===== src/rtl/sysgen_capture_pkg.sv =====
// sysgen_capture_pkg
// Shared types and constants for the System Generator result capture block:
// FIFO word layout, field positions, capture state encoding and a word-packing
// helper used by the top level.
package sysgen_capture_pkg;

  localparam int WORD_W   = 32;
  localparam int SAMPLE_W = 25;
  localparam int LAST_BIT = 25;
  localparam int IDX_LSB  = 26;
  localparam int IDX_W    = 6;

  typedef enum logic [1:0] {
    IDLE    = 2'd0,
    SYNC    = 2'd1,
    CAPTURE = 2'd2
  } cap_state_t;

  // Builds one FIFO word: sample in the low bits, last marker, frame index on top.
  function automatic logic [WORD_W-1:0] pack_word(input logic [SAMPLE_W-1:0] sample,
                                                   input logic                last,
                                                   input logic [IDX_W-1:0]    idx);
    logic [WORD_W-1:0] w;
    w                    = '0;
    w[SAMPLE_W-1:0]      = sample;
    w[LAST_BIT]          = last;
    w[IDX_LSB +: IDX_W]  = idx;
    return w;
  endfunction

endpackage


===== src/rtl/sysgen_capture_if.sv =====
// sysgen_capture_if
// Bundles the SysGen sample stream and the downstream read port.
//   data_out  [24:0] : sample from SysGen
//   data_out1        : sample valid strobe
//   data_out2        : frame-last marker (qualified by data_out1)
//   rd_en            : pop request from the reader
//   rd_data   [31:0] : FIFO head word (show-ahead)
//   rd_valid         : FIFO non-empty
// Modports: master = SysGen source plus reader, slave = capture block.
interface sysgen_capture_if;
  import sysgen_capture_pkg::*;

  logic [SAMPLE_W-1:0] data_out;
  logic                data_out1;
  logic                data_out2;
  logic                rd_en;
  logic [WORD_W-1:0]   rd_data;
  logic                rd_valid;

  modport master (output data_out, data_out1, data_out2, rd_en,
                  input  rd_data, rd_valid);

  modport slave  (input  data_out, data_out1, data_out2, rd_en,
                  output rd_data, rd_valid);
endinterface


===== src/rtl/sysgen_capture_fifo.sv =====
// sysgen_capture_fifo
// Synchronous show-ahead FIFO. The head word is visible on o_rdata whenever
// the FIFO is non-empty and reads as zero when empty.
// Ports:
//   clk, rst_n       : clock, asynchronous active-low reset
//   i_flush          : empties the FIFO, overrides write and read
//   i_wr, i_wdata    : write request and word
//   i_rd             : pop request (ignored when empty)
//   o_rdata          : head word
//   o_empty, o_full  : status
//   o_level          : occupancy, 0..DEPTH
module sysgen_capture_fifo
  import sysgen_capture_pkg::*;
#(
  parameter int DEPTH = 16
) (
  input  logic                     clk,
  input  logic                     rst_n,
  input  logic                     i_flush,
  input  logic                     i_wr,
  input  logic [WORD_W-1:0]        i_wdata,
  input  logic                     i_rd,
  output logic [WORD_W-1:0]        o_rdata,
  output logic                     o_empty,
  output logic                     o_full,
  output logic [$clog2(DEPTH):0]   o_level
);

  localparam int AW = $clog2(DEPTH);
  localparam logic [AW:0] PTR_ONE = (AW+1)'(1);

  logic [WORD_W-1:0] r_mem [DEPTH];
  logic [AW:0]       r_wptr;
  logic [AW:0]       r_rptr;
  logic [AW:0]       r_level;
  logic              w_rd;
  logic              w_wr;

  // Pointers carry one extra MSB: equal pointers mean empty, equal index with
  // differing MSB means full.
  assign o_empty = (r_wptr == r_rptr);
  assign o_full  = (r_wptr[AW] != r_rptr[AW]) && (r_wptr[AW-1:0] == r_rptr[AW-1:0]);

  // A write while full is legal only when the head leaves in the same cycle.
  assign w_rd = i_rd & ~o_empty & ~i_flush;
  assign w_wr = i_wr & (~o_full | w_rd) & ~i_flush;

  assign o_rdata = o_empty ? '0 : r_mem[r_rptr[AW-1:0]];
  assign o_level = r_level;

  always_ff @(posedge clk or negedge rst_n) begin
    if (!rst_n) begin
      r_wptr  <= '0;
      r_rptr  <= '0;
      r_level <= '0;
    end else if (i_flush) begin
      r_wptr  <= '0;
      r_rptr  <= '0;
      r_level <= '0;
    end else begin
      if (w_wr) r_wptr <= r_wptr + PTR_ONE;
      if (w_rd) r_rptr <= r_rptr + PTR_ONE;
      if (w_wr && !w_rd)      r_level <= r_level + PTR_ONE;
      else if (!w_wr && w_rd) r_level <= r_level - PTR_ONE;
    end
  end

  // Storage carries no reset; the pointers define what is valid.
  always_ff @(posedge clk) begin
    if (w_wr) r_mem[r_wptr[AW-1:0]] <= i_wdata;
  end

endmodule


===== src/rtl/sysgen_capture.sv =====
// sysgen_capture
// Result-side receiver for the System Generator datapath. Aligns the sample
// stream to frame boundaries and buffers whole frames into a show-ahead FIFO.
// Ports:
//   clk, rst_n   : clock, asynchronous active-low reset
//   enable       : capture enable (level)
//   clear        : synchronous flush pulse, highest priority
//   cap          : sysgen_capture_if.slave (sample stream + read port)
//   level        : FIFO occupancy
//   almost_full  : level >= AFULL_LVL
//   overflow     : sticky, a sample was dropped on a full FIFO
//   frame_done   : one-cycle pulse after a last sample is stored
// Build option: define SYSGEN_CAPTURE_FRAME_IDX_EN to place a 6-bit frame
// index in word bits [31:26]; otherwise those bits are 0.
module sysgen_capture
  import sysgen_capture_pkg::*;
#(
  parameter int DEPTH     = 16,
  parameter int AFULL_LVL = DEPTH - 2
) (
  input  logic                   clk,
  input  logic                   rst_n,
  input  logic                   enable,
  input  logic                   clear,
  sysgen_capture_if.slave        cap,
  output logic [$clog2(DEPTH):0] level,
  output logic                   almost_full,
  output logic                   overflow,
  output logic                   frame_done
);

  localparam int LW = $clog2(DEPTH) + 1;

  cap_state_t         r_state;
  logic               r_overflow;
  logic               r_frame_done;
  logic               r_afull;
  logic               w_empty;
  logic               w_full;
  logic               w_pop;
  logic               w_wr;
  logic               w_drop;
  logic               w_last_wr;
  logic [IDX_W-1:0]   w_idx;
  logic [WORD_W-1:0]  w_wdata;
  logic [LW-1:0]      w_level;
  logic [LW-1:0]      w_level_nxt;

  assign w_pop     = cap.rd_en & ~w_empty & ~clear;
  assign w_wr      = ~clear & (r_state == CAPTURE) & cap.data_out1 & (~w_full | w_pop);
  assign w_drop    = ~clear & (r_state == CAPTURE) & cap.data_out1 & w_full & ~w_pop;
  assign w_last_wr = w_wr & cap.data_out2;

`ifdef SYSGEN_CAPTURE_FRAME_IDX_EN
  logic [IDX_W-1:0] r_idx;

  // Index of the frame currently being stored; advances past each stored last.
  always_ff @(posedge clk or negedge rst_n) begin
    if (!rst_n)         r_idx <= '0;
    else if (clear)     r_idx <= '0;
    else if (w_last_wr) r_idx <= r_idx + IDX_W'(1);
  end

  assign w_idx = r_idx;
`else
  assign w_idx = '0;
`endif

  assign w_wdata = pack_word(cap.data_out, cap.data_out2, w_idx);

  sysgen_capture_fifo #(.DEPTH(DEPTH)) u_fifo (
    .clk     (clk),
    .rst_n   (rst_n),
    .i_flush (clear),
    .i_wr    (w_wr),
    .i_wdata (w_wdata),
    .i_rd    (w_pop),
    .o_rdata (cap.rd_data),
    .o_empty (w_empty),
    .o_full  (w_full),
    .o_level (w_level)
  );

  // Occupancy after this edge, so almost_full updates together with level.
  always_comb begin
    w_level_nxt = w_level;
    if (clear)              w_level_nxt = '0;
    else if (w_wr && !w_pop) w_level_nxt = w_level + LW'(1);
    else if (!w_wr && w_pop) w_level_nxt = w_level - LW'(1);
  end

  always_ff @(posedge clk or negedge rst_n) begin
    if (!rst_n) begin
      r_state      <= IDLE;
      r_overflow   <= 1'b0;
      r_frame_done <= 1'b0;
      r_afull      <= 1'b0;
    end else begin
      r_frame_done <= w_last_wr;
      r_afull      <= (w_level_nxt >= LW'(AFULL_LVL));
      if (clear) begin
        r_overflow <= 1'b0;
        r_state    <= enable ? SYNC : IDLE;
      end else begin
        if (w_drop) r_overflow <= 1'b1;
        case (r_state)
          IDLE:    if (enable) r_state <= SYNC;
          // The last sample that ends the hunt is itself discarded.
          SYNC:    if (!enable)                           r_state <= IDLE;
                   else if (cap.data_out1 && cap.data_out2) r_state <= CAPTURE;
          // After a drop the remainder of the frame must be skipped.
          CAPTURE: if (!enable)    r_state <= IDLE;
                   else if (w_drop) r_state <= SYNC;
          default: r_state <= IDLE;
        endcase
      end
    end
  end

  assign level        = w_level;
  assign almost_full  = r_afull;
  assign overflow     = r_overflow;
  assign frame_done   = r_frame_done;
  assign cap.rd_valid = ~w_empty;

endmodule


===== src/flat_wrapper.sv =====
// flat-port wrapper written by rule: the top's interface ports become plain ports
module sysgen_capture_flat import sysgen_capture_pkg::*;
#(
  parameter int DEPTH     = 16,
  parameter int AFULL_LVL = DEPTH - 2
)
  (clk, rst_n, enable, clear, level, almost_full, overflow, frame_done, cap_data_out, cap_data_out1, cap_data_out2, cap_rd_en, cap_rd_data, cap_rd_valid);
  sysgen_capture_if cap_i ();
  input  logic clk;
  input  logic rst_n;
  input  logic enable;
  input  logic clear;
  output logic [$clog2(DEPTH):0] level;
  output logic almost_full;
  output logic overflow;
  output logic frame_done;
  input wire logic [$bits(cap_i.data_out)-1:0] cap_data_out;
  input wire logic [$bits(cap_i.data_out1)-1:0] cap_data_out1;
  input wire logic [$bits(cap_i.data_out2)-1:0] cap_data_out2;
  input wire logic [$bits(cap_i.rd_en)-1:0] cap_rd_en;
  output wire logic [$bits(cap_i.rd_data)-1:0] cap_rd_data;
  output wire logic [$bits(cap_i.rd_valid)-1:0] cap_rd_valid;
  assign cap_i.data_out = cap_data_out;
  assign cap_i.data_out1 = cap_data_out1;
  assign cap_i.data_out2 = cap_data_out2;
  assign cap_i.rd_en = cap_rd_en;
  assign cap_rd_data = cap_i.rd_data;
  assign cap_rd_valid = cap_i.rd_valid;
  sysgen_capture #(.DEPTH(DEPTH), .AFULL_LVL(AFULL_LVL)) u_core (.clk(clk), .rst_n(rst_n), .enable(enable), .clear(clear), .cap(cap_i), .level(level), .almost_full(almost_full), .overflow(overflow), .frame_done(frame_done));
endmodule

===== config.mk =====
export PLATFORM = sky130hd
export DESIGN_NAME = sysgen_capture_flat
export DESIGN_NICKNAME = d
export VERILOG_FILES = /design/src/rtl/sysgen_capture_pkg.sv /design/src/rtl/sysgen_capture_if.sv /design/src/rtl/sysgen_capture_fifo.sv /design/src/rtl/sysgen_capture.sv /design/src/flat_wrapper.sv
export SDC_FILE = /design/constraint.sdc
export NUM_CORES = 1
export LEC_CHECK = 0
export CAP_MARGIN = 10
export CORE_UTILIZATION = 50
export CTS_BUF_LIST = sky130_fd_sc_hd__clkbuf_4
export DETAILED_ROUTE_END_ITERATION = 7
export GPL_TIMING_DRIVEN = 0
export PLACE_DENSITY = 0.68
export SLEW_MARGIN = 15
export SYNTH_ARGS = -nofsm -noshare
export SYNTH_HDL_FRONTEND = slang
export SYNTH_SLANG_ARGS = --single-unit

===== constraint.sdc =====
create_clock -name clk -period 3.38 [get_ports clk]
set_input_delay 0.676 -clock clk [delete_from_list [all_inputs] [get_ports clk]]
set_output_delay 0.676 -clock clk [all_outputs]
set_load 0.1 [all_outputs]

==> Yosys cells after proc, flatten, opt, wreduce, memory -nomap -nowiden <==
Memories as Yosys holds them, arrays and structs flattened.
Cells that the tools add are included.
{ "totals": {"output_inout_bits": 41, "mem_count": 1, "reg_bits": 20, "ram_bits": 416, "inputBits": 32, "elab_cells": 78} }
{ "memory_table": {"columns": ["name", "words", "word_bits", "read_ports", "rd_ports_with_merged_regs", "wr", "line", "rtl"], "rows": [
  ["u_core.u_fifo.r_mem", 16, 26, 1, 0, 1, "sysgen_capture_fifo.sv:32", "logic [WORD_W-1:0] r_mem [DEPTH];"]
]} }
{ "op_classes": {"add_sub_neg": 4, "mux": 23, "magnitude_cmp": 1, "bitwise_logic": 18, "n_eq_ne": 8, "reduce_logical": 16} }
{ "ops": {"columns": ["cell", "count"], "rows": [
  ["2-to-1 mux 5 bit", 10],
  ["2-to-1 mux 32 bit", 1],
  ["adder 5 x 1 -> 5 bit, second input constant", 3],
  ["bitwise AND 1 bit", 12],
  ["2-to-1 mux 2 bit", 6],
  ["inequality test 4 x 3 -> 1 bit, second input constant", 2],
  ["logical AND 1 bit", 6],
  ["one-hot mux 2 bit (3 select lines)", 1],
  ["nonzero test 2 bit", 3],
  ["== test 5 bit", 1],
  ["greater-or-equal comparator 5 x 4 -> 1 bit, second input constant", 1],
  ["2-to-1 mux 1 bit", 5],
  ["subtractor 5 x 1 -> 5 bit, second input constant", 1],
  ["== test 4 bit", 1],
  ["zero test 1 bit", 4],
  ["NOT 1 bit", 4],
  ["inequality test 3 bit, second input constant", 1],
  ["AND reduction 3 bit", 1],
  ["nonzero test 3 bit", 1],
  ["== test 2 x 1 -> 1 bit, second input constant", 1],
  ["== test 2 bit, second input constant", 1],
  ["zero test 2 bit", 1],
  ["bitwise OR 1 bit", 2],
  ["inequality test 1 bit", 1]
]} }

==> Depth between registers and ports, before layout <==
{ "logic_depth": {"word_depth": 14, "mapped_depth": 8} }

==> By module <==
From an unflattened synthesis, not the netlist that was laid out.
{ "hier_totals": {"cells_unflattened": 991, "hier_area_um2": 20990.1} }
{ "modules_own_cells": {"columns": ["mod", "area_each_um2", "cells_per_inst", "n_inst"], "rows": [
  ["sysgen_capture_fifo", 20577.2, 945, 1],
  ["sysgen_capture", 412.9, 46, 1]
]} }

==> Worst setup path after synthesis <==
Ideal clock, no wire load.
{ "synth_path": {"path_kind": "input port to flip-flop", "start": "input clear", "end": "memory u_core.u_fifo.r_mem[0][0] (netlist name) (enable)", "required_time_ns": 2.938, "stages": 5, "path_buffers": 0, "setup_ns": 0.442, "t_arrival_ns": 3.283, "setup_slack_ns": -0.344, "path_cell_list": "nand2b_1 -> and2_1 -> a21oi_1 -> nand2_1 -> nor3_1"} }
{ "synth_between": {"elab_chain_len": 9, "word_cells_on_any_way": 13} }
{ "synth_lines": {"columns": ["element", "line", "rtl"], "rows": [
  ["from (decl)", "flat_wrapper.sv:12", "input logic clear;"],
  ["NOT 1 bit (*)", null, null],
  ["bitwise AND 1 bit", "sysgen_capture.sv:49", "assign w_pop = cap.rd_en & ~w_empty & ~clear;"],
  ["bitwise AND 1 bit (2 in a row)", "sysgen_capture_fifo.sv:45", "assign w_rd = i_rd & ~o_empty & ~i_flush;"],
  ["bitwise OR 1 bit", "sysgen_capture_fifo.sv:46", "assign w_wr = i_wr & (~o_full | w_rd) & ~i_flush;"],
  ["bitwise AND 1 bit", "sysgen_capture_fifo.sv:46", null],
  ["bitwise AND 1 bit (*)", "sysgen_capture_fifo.sv:46", null],
  ["2-to-1 mux 1 bit (*)", "sysgen_capture_fifo.sv:70", "if (w_wr) r_mem[r_wptr[AW-1:0]] <= i_wdata;"],
  ["2-to-1 mux 1 bit (not written as such) (*)", "sysgen_capture_fifo.sv:70", null],
  ["to (decl)", "sysgen_capture_fifo.sv:32", null]
]} }
Every way passes the cells marked *; elsewhere a longest branch is shown, timed or not.

==> Final worst setup path <==
{ "layout_path": {"start": "register u_core.u_fifo.r_rptr[0]", "end": "output cap_rd_data[1]"} }
{ "layout_between": {"elab_chain_len": 2, "word_cells_on_any_way": 3} }
{ "layout_lines": {"columns": ["element", "line", "rtl"], "rows": [
  ["from (decl)", "sysgen_capture_fifo.sv:34", "logic [AW:0] r_rptr;"],
  ["from (signal assigned)", "sysgen_capture_fifo.sv:62", "if (w_rd) r_rptr <= r_rptr + PTR_ONE;"],
  ["memory (16 x 26 bit) / == test 5 bit (equally long branches)", null, null],
  ["2-to-1 mux 32 bit (*)", "sysgen_capture_fifo.sv:48", "assign o_rdata = o_empty ? '0 : r_mem[r_rptr[AW-1:0]];"],
  ["to (decl)", "flat_wrapper.sv:21", "output wire logic [$bits(cap_i.rd_data)-1:0] cap_rd_data;"]
]} }
Marked as above.

==> run metrics <==
number of port buffers 66; P_leak around 6.9 nW; IR Drop Worst-Case VDD roughly 0.30 mV; Filler Cells Inserted 2,316; Std-Cell Core Area 33,780 um2; via count about 8.9k; H-tree depth 3; average cell area after synthesis approximately 22 um2; worst-case clock buffer depth 3; Fmax 0.2670 GHz; mux contribution to synthesized area 17.18%; first-pass iteration count of the detailed router 6; type of the worst setup path register to primary output; total count of hold-check failures in the final report 0; Tightest Hold Check Type input pin to asynchronous set/reset pin; layout cell share with drive strength beyond 1 a little over 40%; pwr/cell area slightly below 500 nW/um2; area of the multi-input gates between 4000 and 5000 um2; sequential cell area roughly 13,000 um2; adder-cell share of the synthesized area 0.5629%; warning count from the yosys run 0; overall routed net length ~39 mm; clock tree root buffer cell clkbuf_4; Setup WS post-layout -365.5 ps; number of global-route vias before repair 9,119; via-per-instance ratio ~5.7; net count of the finished layout about 1.1k; share of the clock period used by the worst path after layout 110.8%; number of flip-flops and latches in the synthesized netlist ~440; number of max-cap violations 0; worst-path fanout max 7; slowest stage cell, crit path mux4_2; dominant combinational cell family by area after synthesis multiplexers; post-synthesis async set-or-reset flop share around 4.6%; count of cell types in the netlist around 50; half-perimeter wire length of the detailed placement result roughly 23 mm; TritonCTS clock tree built; number of synthesized flops with an enable pin roughly 420; weighted congestion reported at the end of routability-driven placement 0.7514; most prevalent standard cell on the critical path buf_12; cell type group with the largest total delay on the critical path multiplexers; xor and xnor area share after synthesis less than 1%; clock slew at the register clock pins of the worst setup and hold paths roughly 70 ps; register area share after synthesis between 70% and 80%; insertion delay to the later sink of the worst-skew pair ~750 ps; CTS Buf Count between 100 and 150; arrival time reported for the critical path endpoint a little over 3000 ps; Mapped Cells 790; Setup violations, final 26; Critical Path Max Stage Delay 510 ps; area growth from synthesis to layout 23.45%; Max transition margin a little over a third; width of the chip 188.2 um; netlist area before placement about 17,000 um2; violated checks negative setup slack; die height 188.2 um; cell count after placement 1,335; startpoint kind of the worst setup timing path register; setup repair after global routing missed its margin true; cells along the critical path buf_6 -> buf_12 -> buf_12 -> buf_12 -> mux4_2 -> mux4_2 -> nor2b_4 -> buf_12; number of remaining DRC errors 0; setup skew after layout 59.85 ps; total routing resource utilization after global routing ~22%; DR WL/cell between 20 and 25 um; count of standard-cell rows between 60 and 70; count of placed standard cells in the final layout, fillers left out between 1.5k and 2k; antenna violations before repair 2; Routed Antenna Nets 0; prevailing post-synth register cell edfxtp_1; simple-gate area share of the yosys netlist roughly 3.4%; Synth Area in Compound Gates 1.277%; global-route wire length before repair 56.22 mm; Total Power Consumption between 10 and 15 mW; Worst Max-Slew Pin Slew 968.1 ps; Critical path buffers and inverters 5; maximum number of pins on one net before global-route repair 21; clock net sink count 436; required time at the endpoint of the critical path 2700 ps; run status finished, violations left; overall die area around 35,000 um2; initial standard-cell utilization of the core between 50 and 60%; residual overflow from global routing 0; CTS Hold Buffers Added 0; CP endpoint kind primary output; I/O pin total 73; final worst path period need between 3000 and 4000 ps; final max-slew violation count 0; Initial DRC Count between 800 and 900
power by group:
group | switching, mW | total, mW | leakage [nW] | internal (mW)
Combinational | 0.248 | 0.390 | 2.18 | 0.143
Sequential | 0.00549 | 5.92 | 4.01 | 5.92
Clock | 1.99 | 4.01 | 0.745 | 2.02
synthesized netlist by cell type (3+ instances only):
cell	instances	area, um2
edfxtp_1	416	12490
mux4_2	130	2928
nor2_1	27	101.4
nor2b_1	26	162.7
clkbuf_1	20	75.07
dfrtp_1	20	500.5
buf_2	13	65.06
nand2_1	10	37.54
nor3_1	10	50.05
buf_4	8	60.06
a21oi_1	7	35.03
ha_1	7	87.58
inv_1	7	26.28
xnor2_1	7	61.31
o21ai_1	6	30.03
xor2_1	6	52.55
nand2b_1	5	31.28
nand3_1	5	25.02
mux2i_1	4	40.04
o211ai_1	4	30.03
a21boi_1	3	22.52
and3_1	3	18.77
and3b_1	3	26.28
buf_1	3	11.26
buf_12	3	60.06
nor2b_4	3	41.29
or3_1	3	18.77
flip-flops by register name (all words and copies together), names as in the netlist:
name and count:
u_core.u_fifo.r_rptr 5, u_core.u_fifo.r_wptr 5, u_core.u_fifo.o_level 5, u_core.overflow 1
u_core.almost_full 1, u_core.frame_done 1, u_core.r_state 2, u_core.u_fifo.r_mem 416
kinds of logic (layout without fill, tap and decap cells):
kind of cell | count (synthesis) | count (layout)
adder cells (fa/ha/maj) | 8 | 8
AND/OR/NAND/NOR | 105 | 105
AO/OA/AOI/OAI | 34 | 34
buffers and inverters | 58 | 361
flip-flops | 436 | 436
other | 1 | 7
XOR/XNOR | 13 | 13
multiplexers | 135 | 135
area by class of cell:
| cell class | count | area share [%] |
|---|---|---|
| flip-flops and latches | 436 | 60.71 |
| plain buffers | 49 | 2.222 |
| clock buffers | 149 | 5.227 |
| inverters | 8 | 0.1403 |
| clock inverters | 33 | 0.6665 |
| repair buffers | 122 | 8.243 |
| diodes | 1 | 0.01169 |
| well taps | 448 | 2.619 |
| multi-input cells | 301 | 20.16 |
per-layer routing:
layer | vias to the layer above | routed length [um] | track usage, %
li1 | 3818 | - | -
met1 | 4687 | 16150 | 30.05
met2 | 327 | 19480 | 36.38
met3 | 50 | 2403 | 4.824
met4 | 2 | 543 | 5.785
met5 | - | 17 | 0
path summary, 6_finish.rpt:
check                      slack (ps)  cells after the start                          to                    start
max in group asynchronous        2310                      1     u_core.u_fifo.r_rptr[3]                    rst_n
max reg2reg                       140                     10  u_core.u_fifo.r_mem[0][11]  u_core.u_fifo.r_rptr[0]
max                              -370                      8              cap_rd_data[1]  u_core.u_fifo.r_rptr[0]
min in group clk                  510                      2           u_core.r_state[0]                   enable
min                               460                      1          u_core.almost_full                    rst_n
min reg2reg                       550                      2             u_core.overflow          u_core.overflow
stage by stage:
step                setup WS [ps]  utilization (%)  hold WS (ps)  TNS [ps]  instance area (um2)
finish                     -365.5            63.35         456.2     -7947                21400
detailed placement          -1012            56.79         531.7    -60710                19190
floorplan                  -344.5                -         380.4    -33690                17410
global placement            -3312            55.16         510.3   -905220                18630
CTS                        -375.8            62.25         460.0     -8487                21030
global route               -415.0            63.35         507.6    -10170                21400
repair_timing:
item                       in CTS  in global routing
pin swaps                       2                  1
setup endpoints to repair      27                 46
gates cloned                    2                  5
gates resized for setup       301                 37
setup buffers                  11                 14
cell usage in the layout (no fill, tap or decap), types with 4 or more instances in the layout:
| cell type | Yosys | routed |
|---|---|---|
| nand2b_1 | 5 | 5 |
| clkbuf_1 | 20 | 9 |
| nand2_1 | 10 | 10 |
| edfxtp_1 | 416 | 416 |
| nor2_1 | 27 | 15 |
| xor2_1 | 6 | 6 |
| a21oi_1 | 7 | 7 |
| mux4_2 | 130 | 130 |
| xnor2_1 | 7 | 7 |
| o211ai_1 | 4 | 4 |
| nor2b_4 | 3 | 23 |
| nor3_1 | 10 | 6 |
| buf_16 | 0 | 11 |
| dfrtp_1 | 20 | 20 |
| nor2_4 | 0 | 13 |
| clkinv_1 | 0 | 27 |
| nand3_1 | 5 | 5 |
| buf_6 | 2 | 12 |
| clkbuf_16 | 0 | 5 |
| clkdlybuf4s50_1 | 0 | 39 |
| clkbuf_2 | 0 | 6 |
| mux2i_1 | 4 | 4 |
| inv_1 | 7 | 7 |
| buf_12 | 3 | 43 |
| ha_1 | 7 | 7 |
| buf_4 | 8 | 37 |
| clkbuf_4 | 0 | 153 |
| conb_1 | 1 | 6 |
| o21ai_1 | 6 | 6 |
Power figures use the tool's default switching activity.
